==> config.mk <==
export PLATFORM = sky130hd
export DESIGN_NAME = hdmi_island_scheduler
export DESIGN_NICKNAME = d
export VERILOG_FILES = /design/src/rtl/hdmi_island_scheduler_pkg.sv /design/src/rtl/hdmi_packet_arbiter.sv /design/src/rtl/hdmi_island_scheduler.sv
export SDC_FILE = /design/constraint.sdc
export NUM_CORES = 1
export LEC_CHECK = 0
export ABC_AREA = 1
export BUFFER_PORTS_ARGS = -buffer_cell sky130_fd_sc_hd__buf_2
export CORE_MARGIN = 4
export CORE_UTILIZATION = 40
export CTS_CLUSTER_SIZE = 16
export DETAILED_ROUTE_END_ITERATION = 7
export SLEW_MARGIN = 30
export SYNTH_ARGS = -nofsm -noshare
export SYNTH_HDL_FRONTEND = slang
export SYNTH_HIERARCHICAL = 1
export SYNTH_SLANG_ARGS = --single-unit
==> constraint.sdc <==
create_clock -name pixelClock -period 1.7 [get_ports pixelClock]
set_clock_uncertainty 0.1 [all_clocks]
set_input_delay 0.34 -clock pixelClock [delete_from_list [all_inputs] [get_ports pixelClock]]
set_output_delay 0.34 -clock pixelClock [all_outputs]
set_load 0.05 [all_outputs]
==> src/rtl/hdmi_island_scheduler_pkg.sv <==
// Shared definitions for the HDMI data-island scheduler.
//   packetType_e    : packet-type codes driven on packetType
//   islandState_e   : island framing FSM states
//   framing lengths : preamble, guard band, packet slot, fixed island overhead
//   audioSamples()  : samples carried by one AUDIO packet for a given FIFO level
package hdmi_island_scheduler_pkg;

  typedef enum logic [2:0] {
    PKT_NULL     = 3'd0,
    PKT_ACR      = 3'd1,
    PKT_AUDIO    = 3'd2,
    PKT_AVI      = 3'd3,
    PKT_AUDIO_IF = 3'd4,
    PKT_SPD      = 3'd5
  } packetType_e;

  typedef enum logic [2:0] {
    ST_IDLE        = 3'd0,
    ST_PREAMBLE    = 3'd1,
    ST_LEAD_GUARD  = 3'd2,
    ST_PACKET      = 3'd3,
    ST_TRAIL_GUARD = 3'd4
  } islandState_e;

  localparam int PREAMBLE_LEN    = 8;
  localparam int GUARD_LEN       = 2;
  localparam int SLOT_LEN        = 32;
  localparam int ISLAND_OVERHEAD = PREAMBLE_LEN + 2 * GUARD_LEN;

  // An audio sample packet carries at most four samples.
  function automatic logic [2:0] audioSamples(input logic [3:0] sampleCount);
    return (sampleCount > 4'd4) ? 3'd4 : sampleCount[2:0];
  endfunction

endpackage

==> src/rtl/hdmi_packet_arbiter.sv <==
// Pending-packet bookkeeping and fixed-priority grant for the island scheduler.
//   pixelClock, resetN : clock and async active-low reset
//   acrRequest         : one-cycle pulse, arms the sticky ACR flag
//   vSyncRise          : one-cycle pulse, arms AVI / AUDIO_IF / SPD flags
//   sampleCount        : audio FIFO level; AUDIO is requested while non-zero
//   grantTake          : the current grant is being placed into a slot; clear its flag
//   anyPending         : at least one packet is waiting
//   grantType          : highest-priority waiting packet (combinational)
module hdmi_packet_arbiter
  import hdmi_island_scheduler_pkg::*;
(
  input  logic        pixelClock,
  input  logic        resetN,
  input  logic        acrRequest,
  input  logic        vSyncRise,
  input  logic [3:0]  sampleCount,
  input  logic        grantTake,
  output logic        anyPending,
  output packetType_e grantType
);

  logic acrPend;
  logic aviPend;
  logic aifPend;
  logic spdPend;
  logic audioReady;

  assign audioReady = (sampleCount != 4'd0);
  assign anyPending = acrPend | audioReady | aviPend | aifPend | spdPend;

  always_comb begin
    grantType = PKT_NULL;
    if (acrPend)         grantType = PKT_ACR;
    else if (audioReady) grantType = PKT_AUDIO;
    else if (aviPend)    grantType = PKT_AVI;
    else if (aifPend)    grantType = PKT_AUDIO_IF;
    else if (spdPend)    grantType = PKT_SPD;
  end

  // A new request arriving in the same cycle as the clear keeps the flag set.
  always_ff @(posedge pixelClock or negedge resetN) begin
    if (!resetN) begin
      acrPend <= 1'b0;
      aviPend <= 1'b0;
      aifPend <= 1'b0;
      spdPend <= 1'b0;
    end else begin
      acrPend <= acrRequest | (acrPend & ~(grantTake & (grantType == PKT_ACR)));
      aviPend <= vSyncRise  | (aviPend & ~(grantTake & (grantType == PKT_AVI)));
      aifPend <= vSyncRise  | (aifPend & ~(grantTake & (grantType == PKT_AUDIO_IF)));
      spdPend <= vSyncRise  | (spdPend & ~(grantTake & (grantType == PKT_SPD)));
    end
  end

endmodule

==> src/rtl/hdmi_island_scheduler.sv <==
// HDMI data-island scheduler: places data islands in blanking and emits
// registered per-pixel framing for the packet assembler / TERC4 datapath.
//   pixelClock, resetN : clock and async active-low reset
//   dataEnable         : active video; rising inside an island aborts it
//   vSync              : rising edge arms the per-frame InfoFrames
//   blankRemaining     : pixels left before the next active line
//   acrRequest         : ACR packet due (pulse)
//   sampleCount        : audio FIFO level
//   preamble, guardBand, packetActive, packetStart : island framing strobes
//   packetType, packetPixel, packetSamples         : slot content and position
//
// state        | meaning
// ST_IDLE      | control period; counts ctrl pixels, waits for work that fits
// ST_PREAMBLE  | 8 data-island preamble pixels
// ST_LEAD_GUARD| 2 leading guard-band pixels
// ST_PACKET    | 32-pixel packet slot, possibly several back-to-back
// ST_TRAIL_GUARD| 2 trailing guard-band pixels, then back to control
module hdmi_island_scheduler
  import hdmi_island_scheduler_pkg::*;
#(
  parameter int MAX_PACKETS = 18,
  parameter int MIN_CTRL    = 12,
  parameter int RESERVE     = 22
) (
  input  logic        pixelClock,
  input  logic        resetN,
  input  logic        dataEnable,
  input  logic        vSync,
  input  logic [11:0] blankRemaining,
  input  logic        acrRequest,
  input  logic [3:0]  sampleCount,
  output logic        preamble,
  output logic        guardBand,
  output logic        packetActive,
  output logic        packetStart,
  output logic [2:0]  packetType,
  output logic [4:0]  packetPixel,
  output logic [2:0]  packetSamples
);

  localparam int CTRL_W = $clog2(MIN_CTRL + 1);
  localparam int PKT_W  = $clog2(MAX_PACKETS + 1);
  localparam logic [11:0] FIT_FIRST = 12'(ISLAND_OVERHEAD + SLOT_LEN + RESERVE);
  // Another slot plus the trailing guard must still clear the reserve.
  localparam logic [11:0] FIT_NEXT  = 12'(SLOT_LEN + GUARD_LEN + RESERVE);

  islandState_e state, stateNext;
  logic [4:0]        phaseCount, phaseNext;
  logic [PKT_W-1:0]  packetCount, packetCountNext;
  logic [CTRL_W-1:0] ctrlCount;
  logic              vSyncQ;

  logic        anyPending;
  packetType_e grantType;
  logic        grantTake;
  logic        ctrlFull;
  logic        canChain;
  logic        atBoundary;

  logic        preambleD, guardD, activeD, startD;
  packetType_e typeD;
  logic [4:0]  pixelD;
  logic [2:0]  samplesD;

  hdmi_packet_arbiter uArbiter (
    .pixelClock  (pixelClock),
    .resetN      (resetN),
    .acrRequest  (acrRequest),
    .vSyncRise   (vSync & ~vSyncQ),
    .sampleCount (sampleCount),
    .grantTake   (grantTake),
    .anyPending  (anyPending),
    .grantType   (grantType)
  );

  assign ctrlFull = (ctrlCount == CTRL_W'(MIN_CTRL));
  assign canChain = anyPending && (packetCount < PKT_W'(MAX_PACKETS))
                    && (blankRemaining >= FIT_NEXT);

  always_comb begin
    stateNext       = state;
    phaseNext       = phaseCount;
    packetCountNext = packetCount;
    grantTake       = 1'b0;
    atBoundary      = 1'b0;
    preambleD       = 1'b0;
    guardD          = 1'b0;
    activeD         = 1'b0;
    startD          = 1'b0;
    typeD           = PKT_NULL;
    pixelD          = 5'd0;
    samplesD        = 3'd0;

    case (state)
      ST_IDLE: begin
        if (!dataEnable && ctrlFull && anyPending && (blankRemaining >= FIT_FIRST)) begin
          stateNext       = ST_PREAMBLE;
          phaseNext       = 5'd0;
          packetCountNext = '0;
          preambleD       = 1'b1;
        end
      end
      ST_PREAMBLE: begin
        if (phaseCount == 5'(PREAMBLE_LEN - 1)) begin
          stateNext = ST_LEAD_GUARD;
          phaseNext = 5'd0;
          guardD    = 1'b1;
        end else begin
          phaseNext = phaseCount + 5'd1;
          preambleD = 1'b1;
        end
      end
      ST_LEAD_GUARD: begin
        if (phaseCount == 5'(GUARD_LEN - 1)) begin
          atBoundary = 1'b1;
        end else begin
          phaseNext = phaseCount + 5'd1;
          guardD    = 1'b1;
        end
      end
      ST_PACKET: begin
        if (phaseCount == 5'(SLOT_LEN - 1)) begin
          atBoundary = 1'b1;
        end else begin
          phaseNext = phaseCount + 5'd1;
          activeD   = 1'b1;
          pixelD    = phaseCount + 5'd1;
          typeD     = packetType_e'(packetType);
          samplesD  = packetSamples;
        end
      end
      ST_TRAIL_GUARD: begin
        if (phaseCount == 5'(GUARD_LEN - 1)) begin
          stateNext = ST_IDLE;
          phaseNext = 5'd0;
        end else begin
          phaseNext = phaseCount + 5'd1;
          guardD    = 1'b1;
        end
      end
      default: begin
        stateNext = ST_IDLE;
        phaseNext = 5'd0;
      end
    endcase

    // Slot boundary: chain another packet or close the island.
    if (atBoundary) begin
      phaseNext = 5'd0;
      if (canChain) begin
        stateNext       = ST_PACKET;
        packetCountNext = packetCount + PKT_W'(1);
        grantTake       = 1'b1;
        activeD         = 1'b1;
        startD          = 1'b1;
        typeD           = grantType;
        samplesD        = (grantType == PKT_AUDIO) ? audioSamples(sampleCount) : 3'd0;
      end else begin
        stateNext = ST_TRAIL_GUARD;
        guardD    = 1'b1;
      end
    end

    // Active video inside an island is a timing error: drop everything but
    // leave pending flags alone so the work goes out in the next island.
    if (dataEnable && (state != ST_IDLE)) begin
      stateNext       = ST_IDLE;
      phaseNext       = 5'd0;
      packetCountNext = '0;
      grantTake       = 1'b0;
      preambleD       = 1'b0;
      guardD          = 1'b0;
      activeD         = 1'b0;
      startD          = 1'b0;
      typeD           = PKT_NULL;
      pixelD          = 5'd0;
      samplesD        = 3'd0;
    end
  end

  always_ff @(posedge pixelClock or negedge resetN) begin
    if (!resetN) begin
      state         <= ST_IDLE;
      phaseCount    <= 5'd0;
      packetCount   <= '0;
      ctrlCount     <= '0;
      vSyncQ        <= 1'b0;
      preamble      <= 1'b0;
      guardBand     <= 1'b0;
      packetActive  <= 1'b0;
      packetStart   <= 1'b0;
      packetType    <= 3'd0;
      packetPixel   <= 5'd0;
      packetSamples <= 3'd0;
    end else begin
      state         <= stateNext;
      phaseCount    <= phaseNext;
      packetCount   <= packetCountNext;
      vSyncQ        <= vSync;
      preamble      <= preambleD;
      guardBand     <= guardD;
      packetActive  <= activeD;
      packetStart   <= startD;
      packetType    <= typeD;
      packetPixel   <= pixelD;
      packetSamples <= samplesD;
      if (dataEnable || (state != ST_IDLE)) begin
        ctrlCount <= '0;
      end else if (!ctrlFull) begin
        ctrlCount <= ctrlCount + CTRL_W'(1);
      end
    end
  end

endmodule

# After elaboration in Yosys (flattened, before gate mapping)
# Index checks and enable logic that the tools add are counted.
# word_totals
ff_bits	37
inputBits	21
word_cells	143
out_inout_bits	15
# op_classes
bitwise	22
reduce_logical	15
n_eq_ne	20
addsub	3
mux	63
order_cmp	4
# op_table
operator	count
two-way mux 5 bit	15
two-way mux 3 bit	23
case mux 5 bit (5 select lines)	1
inequality test 4 bit (second input constant)	5
two-way mux 1 bit	18
== test 3 x 2 -> 1 bit (second input constant)	4
greater-or-equal comparator 12 x 6 -> 1 bit (second input constant)	1
greater-or-equal comparator 12 x 7 -> 1 bit (second input constant)	1
case mux 3 bit (4 select lines)	1
adder 5 x 1 -> 5 bit (second input constant)	2
AND 1 bit	9
== test 3 bit (second input constant)	3
two-way mux 4 bit	2
bitwise OR 1 bit	8
== test 3 x 1 -> 1 bit (second input constant)	2
logical AND 1 bit	6
case mux 1 bit (2 select lines)	3
== test 5 x 1 -> 1 bit (second input constant)	1
== test 5 x 3 -> 1 bit (second input constant)	1
== test 5 bit (second input constant)	1
less-than comparator 5 bit (second input constant)	1
NOT 1 bit	5
adder 4 x 1 -> 4 bit (second input constant)	1
== test 4 bit (second input constant)	1
other kinds (11)	12

# Logic depth before layout (Yosys ltp)
# logic_depth
depth_word	14
ltp_mapped	12
ltp_nobuf	12

# Modules after synthesis
# The synthesis kept the hierarchy.
# modules_own_cells
mod	area_per_inst_um2	seq_area_each_um2	cells_per_inst	n_inst
hdmi_island_scheduler	1803.0	825.8	213	1
hdmi_packet_arbiter	242.7	100.1	35	1

# Least setup slack after synthesis
# OpenSTA, ideal clock, no wires.
# synth_path
path_kind	flip-flop to flip-flop
from	register phaseCount[0]
to	register uArbiter.spdPend
required_ps	1483
path_buffers	0
path_stages_with_launch	12
setup_ps	117
arrival_time_ps	1536
period_less_slack_ps	1753
path_slack_ps	-53
path_cell_list	dfrtp_1 > ha_1 > nand2_1 > nor2_1 > ha_1 > nand2_1 > nand2_4 > nand3_4 > inv_2 > nand4_1 > nand2_1 > nand2_1
# synth_via
elab_chain_len	9
elab_cells_between_ends	11
classes_between	eq/ne: 2; mux: 5; bitwise: 4
# synth_rtl
element	line_no	rtl
from (decl)	hdmi_island_scheduler.sv:48	logic [4:0] phaseCount, phaseNext;
from (signal assigned)	hdmi_island_scheduler.sv:197	phaseCount <= phaseNext;
== test 5 bit / == test 5 x 1 -> 1 bit (equally long branches)	hdmi_island_scheduler.sv:122, hdmi_island_scheduler.sv:114	
two-way mux 1 bit, on equally long branches	hdmi_island_scheduler.sv:122, hdmi_island_scheduler.sv:114	
case mux 1 bit (2 select lines) (*)	hdmi_island_scheduler.sv:94	case (state)
two-way mux 1 bit (*)	hdmi_island_scheduler.sv:148	if (atBoundary) begin
two-way mux 1 bit (*)	hdmi_island_scheduler.sv:166	if (dataEnable && (state != ST_IDLE)) begin
net grantTake	hdmi_island_scheduler.sv:55	logic grantTake;
AND 1 bit (*)	hdmi_packet_arbiter.sv:51	spdPend <= vSyncRise | (spdPend & ~(grantTake & (grantType == PKT_SPD)));
NOT 1 bit (*)	hdmi_packet_arbiter.sv:51	
AND 1 bit (*)	hdmi_packet_arbiter.sv:51	
bitwise OR 1 bit (*)	hdmi_packet_arbiter.sv:51	
to (signal assigned)	hdmi_packet_arbiter.sv:51	
to (decl)	hdmi_packet_arbiter.sv:25	logic spdPend;
# Mark *: on every way through the listed nets, which the timed path passes. The rest lies on a longest branch.
# A chain may end at the register's enable or synchronous reset.

# Worst setup path after layout
# layout_path
from	register phaseCount[1]
to	register packetSamples[1]
# layout_via
elab_chain_len	6
elab_cells_between_ends	10
classes_between	eq/ne: 2; mux: 8
# layout_rtl
element	line_no	rtl
== test 5 bit	hdmi_island_scheduler.sv:122	if (phaseCount == 5'(SLOT_LEN - 1)) begin
two-way mux 3 bit	hdmi_island_scheduler.sv:122	
two-way mux 3 bit	hdmi_island_scheduler.sv:94	
two-way mux 3 bit	hdmi_island_scheduler.sv:150	if (canChain) begin
two-way mux 3 bit (*)	hdmi_island_scheduler.sv:148	
two-way mux 3 bit (*)	hdmi_island_scheduler.sv:166	
net samplesD[1]	hdmi_island_scheduler.sv:63	logic [2:0] samplesD;
to (signal assigned)	hdmi_island_scheduler.sv:206	packetSamples <= samplesD;
to (decl)	hdmi_island_scheduler.sv:38	output logic [2:0] packetSamples
# Marked as above.

==> results by group <==
Global routing
  – Largest net degree at the start of global routing: 23
  – Total gr overflow: 0
  – Total track usage: 0.150
  – Number of global-route vias before repair: 1694
  – First-pass GRT wire length: 7490 um
  – Initial antenna violation count: 0

Place
  – Placed cell area: 2490 um^2
  – Setup Slack @ Placement: -0.0614 ns
  – HPWL after detailed placement: 3340 um
  – Routability congestion estimate: 0.812
  – Inst Count DP: 371
  – IO buf count: 34

Floorplanning
  – Core area: 4850 um^2
  – Initial core utilization: 0.422
  – I/O Pins: 36
  – Number of core rows: 25
  – Die area: 6320 um^2
  – DIE WIDTH: 79.5 um
  – Chip height: 79.5 um

Layout
  – ANT cells: 0
  – Design area: 2690 um^2
  – Final Non-Filler Cells: 384
  – Fillers: 460
  – Area grow syn2layout: 31.6%
  – Final nets: 343
  – Share of cells above drive strength 1: 0.363

Power and ir drop
  – Pwr dens: 1170 nW/um^2
  – IR drop worst, VDD: 0.504 mV
  – Pleak: 1.39 nW
  – Tot Pwr: 3.15 mW

Flow run
  – Max-cap violation count: 0

Worst setup path
  – CP max stage delay: 0.41 ns
  – Origin of the critical flop-to-flop path: phaseCount[1]$_DFFE_PN0P_
  – CP delay by family, top: simple AND/OR/NAND/NOR gates
  – CP max-delay cell: dfrtp_1
  – CP endpoint kind: flip-flop
  – Critical path buffers and inverters: 1
  – Number of cells on the worst reg-to-reg path: 9
  – Startpoint types: flip-flop
  – Worst path cell trace: ha_2 -> nand2_1 -> nor2_1 -> ha_2 -> buf_4 -> or2_4 -> nor2_8 -> nand2_2 -> a21oi_2
  – Reg-to-reg endpoint: packetSamples[1]$_DFF_PN0_
  – Most used cell, CP: ha_2
  – Worst Path Required: 1.83 ns
  – Setup CP Type: reg -> reg
  – CP arrival: 1.93 ns
  – Max FO, Critical Path: 7
  – Reg2reg setup slack: -0.1 ns

STA
  – Worst-margin pin slew: 0.401 ns
  – Final worst path period share: 1.06
  – Fmax: 0.556 GHz
  – Final setup violation count: 19
  – Final Hold Fails: 0
  – Max-slew violations: 0
  – RSZ-0062 raised after global routing: yes
  – PnR worst setup slack: -0.0992 ns
  – Worst slew margin: 0.733
  – Tmin final: 1.80 ns

Min path
  – WHS Endpoint: vSyncQ$_DFF_PN0_
  – WHS Path Cells: 1
  – Hold path startpoint: vSync
  – Worst hold path class: in -> reg

Synthesis
  – Flops & latches, synth: 37
  – Synth unique cells: 26
  – Yosys Warn Count: 6
  – Gate count after technology mapping: 248
  – Seq/Total Area, Yosys: 0.453
  – Mapped Area: 2050 um^2
  – Post-Syn Area per Cell: 8.25 um^2
  – Syn_nets: 275

Routing
  – Initial DRC count: 51
  – Routed WL per cell: 11.1 um
  – ANT nets after route: 0
  – DRC: 0
  – Routed vias/inst: 4.68
  – Routed WL: 4270 um
  – Via count: 1798
  – First-pass iteration count of the detailed router: 4

Clock network
  – CTS root buffer: clkbuf_8
  – Worst skew pair latency: 0.29 ns
  – Sink Count: 37
  – Clock transition at the registers of the reported paths: 0.08 ns
  – H-tree depth: 2
  – Num CTS Buffers: 5
  – CTS tree: done
  – CTS max path bufs: 2

Run status
  – Failing checks: setup timing
  – Outcome: finished, violations left
synthesized netlist by cell type:
cell      count  area share
nand2_4       4       0.022
o22ai_1       3      0.0092
inv_2         5      0.0092
nor2_1       25       0.046
nand2_2       3      0.0092
xor2_1        3       0.013
nand3_4       2       0.017
nand2_1      48       0.088
a21oi_1      10       0.024
nand3_1      26       0.064
nor2_4        2       0.011
dfrtp_1      37        0.45
nand4_1       5       0.015
o21ai_1       5       0.012
inv_1        34       0.062
nor3_2        1      0.0049
o21ai_0       7       0.017
a31oi_1       2      0.0061
or2_4         1      0.0043
nor2_8        2       0.020
ha_1          6       0.037
nor2_2        6       0.018
o21bai_1      1      0.0037
xnor2_1       4       0.017
nor3_1        4      0.0098
o21a_1        2      0.0073
cell usage in the layout, fill, tap and decap left out, drive strengths merged:
cell type / synthesis / final
xor2: 3 / 3
nand4: 5 / 5
o21ai: 12 / 12
a21oi: 10 / 10
o21bai: 1 / 1
clkinv: 0 / 2
buf: 0 / 60
nand2: 55 / 55
inv: 39 / 39
a31oi: 2 / 2
dlygate4sd3: 0 / 1
or2: 1 / 1
nor3: 5 / 5
xnor2: 4 / 4
nand3: 28 / 28
o21a: 2 / 2
nor2: 35 / 35
o22ai: 3 / 3
ha: 6 / 6
dfrtp: 37 / 37
clkbuf: 0 / 6
through the flow:
| stage | setup TNS (ns) | util | hold WS, ns |
|---|---|---|---|
| 2_1_floorplan | -0.0801 | - | -0.0556 |
| 3_3_place_gp | -0.0490 | 0.513 | 0.186 |
| 3_5_place_dp | -0.467 | 0.513 | 0.197 |
| 4_1_cts | -0.495 | 0.538 | 0.0540 |
| 5_1_grt | -3.37 | 0.555 | 0.0588 |
| 6_report | -0.902 | 0.555 | 0.0632 |
kinds of logic after synthesis:
logic type | share of synthesized area
buf+inv | 0.0716
simple gates | 0.329
fa+ha+maj | 0.0367
xor+xnor | 0.0300
compound gates | 0.0801
flops | 0.453
registers in the layout (all words and copies together) (netlist names):
name and cells:
vSyncQ 1, uArbiter/spdPend 1, packetActive 1, phaseCount 5, packetSamples 3, state 3, packetStart 1, packetType 3
uArbiter/aviPend 1, ctrlCount 4, packetCount 5, guardBand 1, uArbiter/acrPend 1, packetPixel 5, uArbiter/aifPend 1, preamble 1
worst register-to-register path: stages (launching register included):
cell and delay [ns]:
dfrtp_1 0.41, ha_2 0.20, nand2_1 0.07, nor2_1 0.04
ha_2 0.18, buf_4 0.13, or2_4 0.25, nor2_8 0.18
nand2_2 0.08, a21oi_2 0.10
power breakdown:
part	switching, mW	internal (mW)	total [mW]
Sequential	0.0866	1.02	1.10
Clock	0.323	0.329	0.652
Combinational	0.881	0.513	1.39
Total	1.29	1.86	3.15
area by class of cell:
cell class / instances / area, um^2 / area share
clock buffers: 6 / 82.6 / 0.0307
clock inverters: 2 / 13.8 / 0.00511
inverters: 39 / 151 / 0.0562
multi-input cells: 172 / 1050 / 0.389
flip-flops and latches: 37 / 926 / 0.344
well taps: 67 / 83.8 / 0.0311
repair buffers: 61 / 388 / 0.144
routing by layer:
metal / routed length, um / GRT usage / vias to the layer above
met3: 219 / 0.0384 / 5
met4: 40 / 0.0412 / 0
met2: 2010 / 0.244 / 41
li1: - / - / 936
met5: 0 / 0 / -
met1: 2000 / 0.196 / 816
how the worst max path moves through the flow:
stage                               from                          to  slack (ns)  cells after the start
6_report       phaseCount[1]$_DFFE_PN0P_  packetSamples[1]$_DFF_PN0_        -0.1                      9
5_1_grt        phaseCount[1]$_DFFE_PN0P_  uArbiter/spdPend$_DFF_PN0_       -0.18                     11
4_1_cts        phaseCount[1]$_DFFE_PN0P_  uArbiter/aifPend$_DFF_PN0_       -0.05                     11
3_5_place_dp   phaseCount[1]$_DFFE_PN0P_  uArbiter/aifPend$_DFF_PN0_       -0.06                     11
3_3_place_gp   phaseCount[1]$_DFFE_PN0P_  uArbiter/spdPend$_DFF_PN0_       -0.03                     11
2_1_floorplan  phaseCount[0]$_DFFE_PN0P_  uArbiter/aifPend$_DFF_PN0_       -0.03                     11
timing repair:
| action | CTS | global route |
|---|---|---|
| hold buffers | 1 | 0 |
| pin swaps | 9 | 13 |
| setup buffers | 1 | 3 |
| endpoints found under the setup margin | 16 | 33 |
| resized for setup | 2 | 20 |
| hold endpoints to repair | 15 | 0 |
(Power assumes the default switching activity.)
